## src/rtl/stack_pkg.sv

```systemverilog
// stack_pkg: shared op encoding, request FSM states and default stack geometry
package stack_pkg;
    localparam int DEF_DATA_W = 8;
    localparam int DEF_DEPTH  = 255;
    localparam logic OP_PUSH = 1'b0;
    localparam logic OP_POP  = 1'b1;
    typedef enum logic [1:0] {IDLE, ISSUE, WAIT, RESP} state_t;
endpackage

```

## src/rtl/stack_req_ctrl.sv

```systemverilog
// stack_req_ctrl: valid/ready request front-end driving a push-down stack.
// Optional macro STACK_REQ_FLAGCHK_EN also rejects on the stack's own full/empty flags.
module stack_req_ctrl
    import stack_pkg::*;
#(
    parameter int DATA_W  = DEF_DATA_W,
    parameter int DEPTH   = DEF_DEPTH,
    parameter int POP_LAT = 1,
    localparam int CW     = $clog2(DEPTH + 1)
) (
    input  logic              Clk,
    input  logic              Rst,
    input  logic              req_valid,
    output logic              req_ready,
    input  logic              req_op,
    input  logic [DATA_W-1:0] req_data,
    output logic              rsp_valid,
    input  logic              rsp_ready,
    output logic [DATA_W-1:0] rsp_data,
    output logic              rsp_err,
    output logic              stk_en,
    output logic              stk_pushpop,
    output logic [DATA_W-1:0] stk_wdata,
    input  logic [DATA_W-1:0] stk_rdata,
    input  logic              stk_empty,
    input  logic              stk_full,
    output logic [CW-1:0]     count
);
    state_t      r_state, w_state;
    logic [2:0]  r_wait, w_wait;
    logic        w_acc, w_reject;

    // req_ready is only ever high in IDLE, so it alone qualifies acceptance
    assign w_acc = req_valid && req_ready;

`ifdef STACK_REQ_FLAGCHK_EN
    assign w_reject = (req_op == OP_POP) ? (count == CW'(0) || stk_empty)
                                         : (count == CW'(DEPTH) || stk_full);
`else
    logic w_unused_flags;
    assign w_unused_flags = stk_empty ^ stk_full;
    assign w_reject = (req_op == OP_POP) ? (count == CW'(0)) : (count == CW'(DEPTH));
`endif

    // next-state and pop-latency counter
    always_comb begin
        w_state = r_state;
        w_wait  = r_wait;
        case (r_state)
            IDLE:    w_state = w_acc ? (w_reject ? RESP : ISSUE) : IDLE;
            ISSUE: begin
                w_state = (stk_pushpop == OP_POP) ? WAIT : RESP;
                w_wait  = 3'd0;
            end
            WAIT: begin
                w_state = (r_wait == 3'(POP_LAT - 1)) ? RESP : WAIT;
                w_wait  = r_wait + 3'd1;
            end
            RESP:    w_state = rsp_ready ? IDLE : RESP;
            default: w_state = IDLE;
        endcase
    end

    // state plus every output registered from the next state
    always_ff @(posedge Clk or negedge Rst) begin
        if (!Rst) begin
            r_state     <= IDLE;
            r_wait      <= 3'd0;
            req_ready   <= 1'b0;
            rsp_valid   <= 1'b0;
            rsp_data    <= '0;
            rsp_err     <= 1'b0;
            stk_en      <= 1'b0;
            stk_pushpop <= 1'b0;
            stk_wdata   <= '0;
            count       <= '0;
        end else begin
            r_state     <= w_state;
            r_wait      <= w_wait;
            req_ready   <= (w_state == IDLE);
            rsp_valid   <= (w_state == RESP);
            stk_en      <= (w_state == ISSUE);
            stk_pushpop <= w_acc ? req_op : stk_pushpop;
            stk_wdata   <= w_acc ? req_data : stk_wdata;
            rsp_err     <= w_acc ? w_reject : rsp_err;
            rsp_data    <= (w_acc && w_reject) ? '0 :
                           (r_state == ISSUE && stk_pushpop == OP_PUSH) ? stk_wdata :
                           (r_state == WAIT && w_state == RESP) ? stk_rdata : rsp_data;
            count       <= (r_state != ISSUE) ? count :
                           (stk_pushpop == OP_POP) ? count - CW'(1) : count + CW'(1);
        end
    end
endmodule

```

## config.mk

```make
export PLATFORM = sky130hd
export DESIGN_NAME = stack_req_ctrl
export DESIGN_NICKNAME = d
export VERILOG_FILES = /design/src/rtl/stack_pkg.sv /design/src/rtl/stack_req_ctrl.sv
export SDC_FILE = /design/constraint.sdc
export NUM_CORES = 1
export LEC_CHECK = 0
export BUFFER_PORTS_ARGS = -buffer_cell sky130_fd_sc_hd__buf_2
export CAP_MARGIN = 15
export CORE_MARGIN = 3
export CORE_UTILIZATION = 45
export CTS_CLUSTER_SIZE = 30
export DETAILED_ROUTE_END_ITERATION = 6
export PLACE_DENSITY = 0.72
export SYNTH_ARGS = -nofsm -noshare
export SYNTH_HDL_FRONTEND = slang
export SYNTH_SLANG_ARGS = --single-unit
```

## constraint.sdc

```tcl
create_clock -name Clk -period 2.51 [get_ports Clk]
set_clock_uncertainty 0.1 [all_clocks]
set_input_delay 0.1255 -clock Clk [delete_from_list [all_inputs] [get_ports Clk]]
set_output_delay 0.1255 -clock Clk [all_outputs]
set_load 0.05 [all_outputs]
```

# Word-level counts from Yosys, hierarchy flattened
# Cells that the tools add are included.
dict set report op_classes {
  n_eq_ne 7
  bitwise_logic 1
  mux 12
  add_sub_neg 3
  reduce_logical 10
}
# op count
set op_table {}
lappend op_table {{$mux 8} 4}
lappend op_table {{$add 8x1->8 const B} 1}
lappend op_table {{$eq 8x8->1 const B} 1}
lappend op_table {{$logic_not 8->1} 1}
lappend op_table {{$pmux 2 s4} 1}
lappend op_table {{$sub 8x1->8 const B} 1}
lappend op_table {{$eq 2x2->1 const B} 3}
lappend op_table {{$mux 2} 3}
lappend op_table {{$pmux 3 s2} 1}
lappend op_table {{$eq 2x1->1 const B} 2}
lappend op_table {{$logic_and 1x1->1} 4}
lappend op_table {{$logic_not 2->1} 2}
lappend op_table {{$add 3x1->3 const B} 1}
lappend op_table {{$logic_not 3->1} 1}
lappend op_table {{$mux 1} 3}
lappend op_table {{$reduce_bool 3->1} 1}
lappend op_table {{$ne 2x1->1 const B} 1}
lappend op_table {{$reduce_bool 2->1} 1}
lappend op_table {{$not 1->1} 1}
dict set report word_totals {
  in_bits 23
  wordCells 43
  out_inout_bits 29
  reg_bits 34
}

# Longest topological paths before layout
dict set report logic_depth {
  word_depth 10
  depth_mapped 8
  mapped_depth_nobuf 7
}

# Least setup slack after synthesis
# Ideal clock, no wire load.
dict set report synth_timing {
  path_type {register to register}
  startpoint {reg stk_pushpop}
  endpoint {reg count[4]}
  arrival_time_ps 2213
  path_stages_with_launch 8
  setup_slack_ps 72
  synth_period_minus_slack_ps 2438
  n_path_buf 0
  setup_time_ps 125
  required_ps 2285
  path_cell_list {dfrtp_1 -> inv_1 -> fa_1 -> nor2b_1 -> o21ai_0 -> a21boi_0 -> nor2_1 -> mux2_2}
}
dict set report synth_between {
  elab_chain_len 1
}
# item line_no
set synth_lines {}
lappend synth_lines {{start: declaration} stack_req_ctrl.sv:22} ;# output logic stk_pushpop,
lappend synth_lines {{start signal: assignment} stack_req_ctrl.sv:83} ;# stk_pushpop <= w_acc ? req_op : stk_pushpop;
lappend synth_lines {{$mux 8} stack_req_ctrl.sv:90} ;# (stk_pushpop == OP_POP) ? count - CW'(1) : count + CW'(1);
lappend synth_lines {{end signal: assignment} stack_req_ctrl.sv:89} ;# count <= (r_state != ISSUE) ? count :
lappend synth_lines {{end: declaration} stack_req_ctrl.sv:27} ;# output logic [CW-1:0] count
# No other way between the ends.
# A chain may end at the register's enable or synchronous reset.

# Worst setup path after layout
# Same ends and word-level chain as after synthesis.

==> flow_metrics.py <==
metrics = {
    "run_status": {
        "outcome": "completed",
    },
    "logic_synthesis": {
        "synth-main-ff-cell": "dfrtp_1",
        "synth_seq_area_share_pct": 45.5,
        "ys_top_cells_by_count": "34 x dfrtp_1, 12 x ha_1, 12 x inv_1, 12 x mux2_2, 11 x nor2_1",
        "synth_cells": 173,
        "synth_edf_count": 0,
        "async_flop_share_pct": 100,
        "synth_top_area_share_pct": 45.5,
        "avgSynthCellArea_sq_um": 10.8,
        "yosys.cell_count.top_type": "dfrtp_1",
        "yosys_warnings": 0,
        "synth_cell_types": 43,
        "syn-num-nets": 209,
        "yosysTopAreaCell": "dfrtp_1",
        "syn_area_sq_mm": 0.00187,
        "yosys-top-cells-area": "dfrtp_1 46%, ha_1 8.0%, mux2_2 7.2%",
        "yosys_register_bits": 34,
    },
    "sta": {
        "worst_pin_slew_ns": 0.752,
        "hold_viol": 0,
        "fin_setup_tns_ns": 0,
        "setup_viol": 0,
        "drv_slew": 0,
        "rsz0062_at_grt": "no",
        "fmax_mhz": 438,
        "fin_crit_sh_pct": 91.0,
        "relSlewSlack_pct": 49.9,
        "min_period_ns": 2.28,
    },
    "run": {
        "drv_cap": 0,
    },
    "final_layout": {
        "nets": 273,
        "syn2layout_area_growth_pct": 25.8,
        "drive_above_1_share_pct": 32.1,
        "antennaDiodeCount": 0,
    },
    "detailed_routing": {
        "drc_errors": 0,
        "vias": 1509,
        "wl_mm": 3.92,
        "vias_per_cell": 5.29,
        "drtIter0Drc": 58,
        "firstDrtPassIters": 4,
        "avgRoutedWirePerCell_um": 13.8,
        "ant_nets": 0,
    },
    "setup_path": {
        "crit_type": "reg2reg",
        "cp_data_arrival_time_ns": 2.35,
        "worstSetupStartpointType": "flip-flop",
        "endpoint_kind": "flip-flop",
        "crit_fanout": 9,
        "worstPathRequired_ns": 2.58,
    },
    "place": {
        "port-buffer-count": 49,
        "gp_congestion": 0.739,
        "dpl.hpwl_mm": 2.91,
    },
    "floorplanning": {
        "dieArea_sq_mm": 0.00496,
        "die_h_um": 70.5,
        "core_sq_mm": 0.00383,
        "ioPinCount": 52,
        "std_cell_rows": 22,
        "die_w_um": 70.5,
        "initial_core_util_pct": 48.9,
    },
    "clock_network": {
        "cts_tree": "built",
        "clockBufferDepth": 2,
        "cts_setup_buffers": 0,
        "cts_root_buffer": "clkbuf_8",
        "clk_latency_ns": 0.28,
        "cts.reportedPaths.clkPinSlew_ns": 0.06,
        "clkSinkCount": 34,
        "numCtsBuffers": 5,
        "htree_levels": 2,
    },
    "grt": {
        "grt_pass1_vias": 1455,
        "grtUsageTotal_pct": 16.6,
        "grt_max_degree": 35,
        "gr-total-overflow": 0,
        "antenna_found_initial": 0,
        "grt_pass1_wl_mm": 6.58,
    },
    "hold_path": {
        "min_path_type": "in2reg",
    },
}
[path summary, 6_finish.rpt]
kind	start	end	slack, ns	depth (start not counted)
max	stk_pushpop	count[4]	0.23	7
min	req_op	stk_pushpop	0.03	2
max reg2reg	stk_pushpop	count[4]	0.23	7
min reg2reg	rsp_err	rsp_err	0.38	1
max in group asynchronous	Rst	rsp_data[3]	1.48	2
min in group asynchronous	Rst	count[4]	0.35	2
[registers in the layout, summed over array words and instances, names as in the netlist]
register / count
count: 8
r_state: 2
r_wait: 3
req_ready: 1
rsp_data: 8
rsp_err: 1
rsp_valid: 1
stk_en: 1
stk_pushpop: 1
stk_wdata: 8
[logic make-up after synthesis]
group                    after synthesis  synth area share [%]
AND/OR/NAND/NOR                       48                  13.7
buffers and inverters                 17                  3.75
AO/OA/AOI/OAI                         37                  14.5
flip-flops                            34                  45.5
multiplexers                          21                  12.0
adder cells (fa/ha/maj)               13                  9.10
XOR/XNOR                               3                  1.41
[worst max-delay path, cell delays in order, from the launching register on]
cell      delay (ns)
dfrtp_1         0.52
inv_1           0.14
fa_1            0.47
nor2b_1         0.13
o21ai_0         0.10
a21boi_0        0.36
nor2_1          0.10
mux2_2          0.27
[layer usage]
layer / GRT usage (%) / vias to the layer above / share of wire (%)
li1: - / 759 / -
met1: 21.1 / 693 / 46
met2: 25.5 / 51 / 46
met3: 7.48 / 6 / 7.4
met4: 4.89 / 0 / 1.1
met5: 0 / - / 0
[final cells by class]
cell class	count	area (sq um)
Timing Repair Buffer	62	365
Fill cell	333	1470
Sequential cell	34	851
Clock inverter	2	10.0
Tap cell	48	60.1
Inverter	12	45.0
Multi-Input combinational cell	122	952
Clock buffer	5	68.8
[placed cells by master, fill, tap and decap left out, drive strengths merged, types with 2 or more instances in the layout]
master,synthesis,routed
a211oi,10,10
a21boi,2,2
a21o,2,2
a21oi,2,2
buf,4,53
clkbuf,1,5
clkinv,0,2
dfrtp,34,34
dlygate4sd3,0,9
ha,12,12
inv,12,12
mux2,12,12
mux2i,9,9
nand2,8,8
nand2b,4,4
nand3,6,6
nand4,2,2
nor2,11,11
nor2b,3,3
nor3,4,4
nor3b,2,2
nor4,2,2
o2111ai,2,2
o21ai,11,11
xnor2,2,2
[through the flow]
step / std cells / hold slack (ns) / area [sq um] / util [%] / setup slack (ns)
after detailed placement: 269 / 0.141 / 2180 / 57.0 / 0.237
after CTS: 285 / 0.0255 / 2350 / 61.4 / 0.210
after global placement: 269 / 0.141 / 2180 / 57.0 / 0.294
final: 285 / 0.0336 / 2350 / 61.5 / 0.225
after floorplan: 173 / -0.270 / 1870 / - / 0.0718
after global routing: 285 / 0.0409 / 2350 / 61.5 / 0.0561
[what timing repair did]
action                                  in CTS  in global routing
hold endpoints to repair                    42                  0
hold buffers                                 9                  0
endpoints found under the setup margin       0                  1
resized for setup                            0                  1
Power is left out: the tool's default activity adds up to more than one toggle a clock period on the data nets, which glitch-free logic cannot reach.
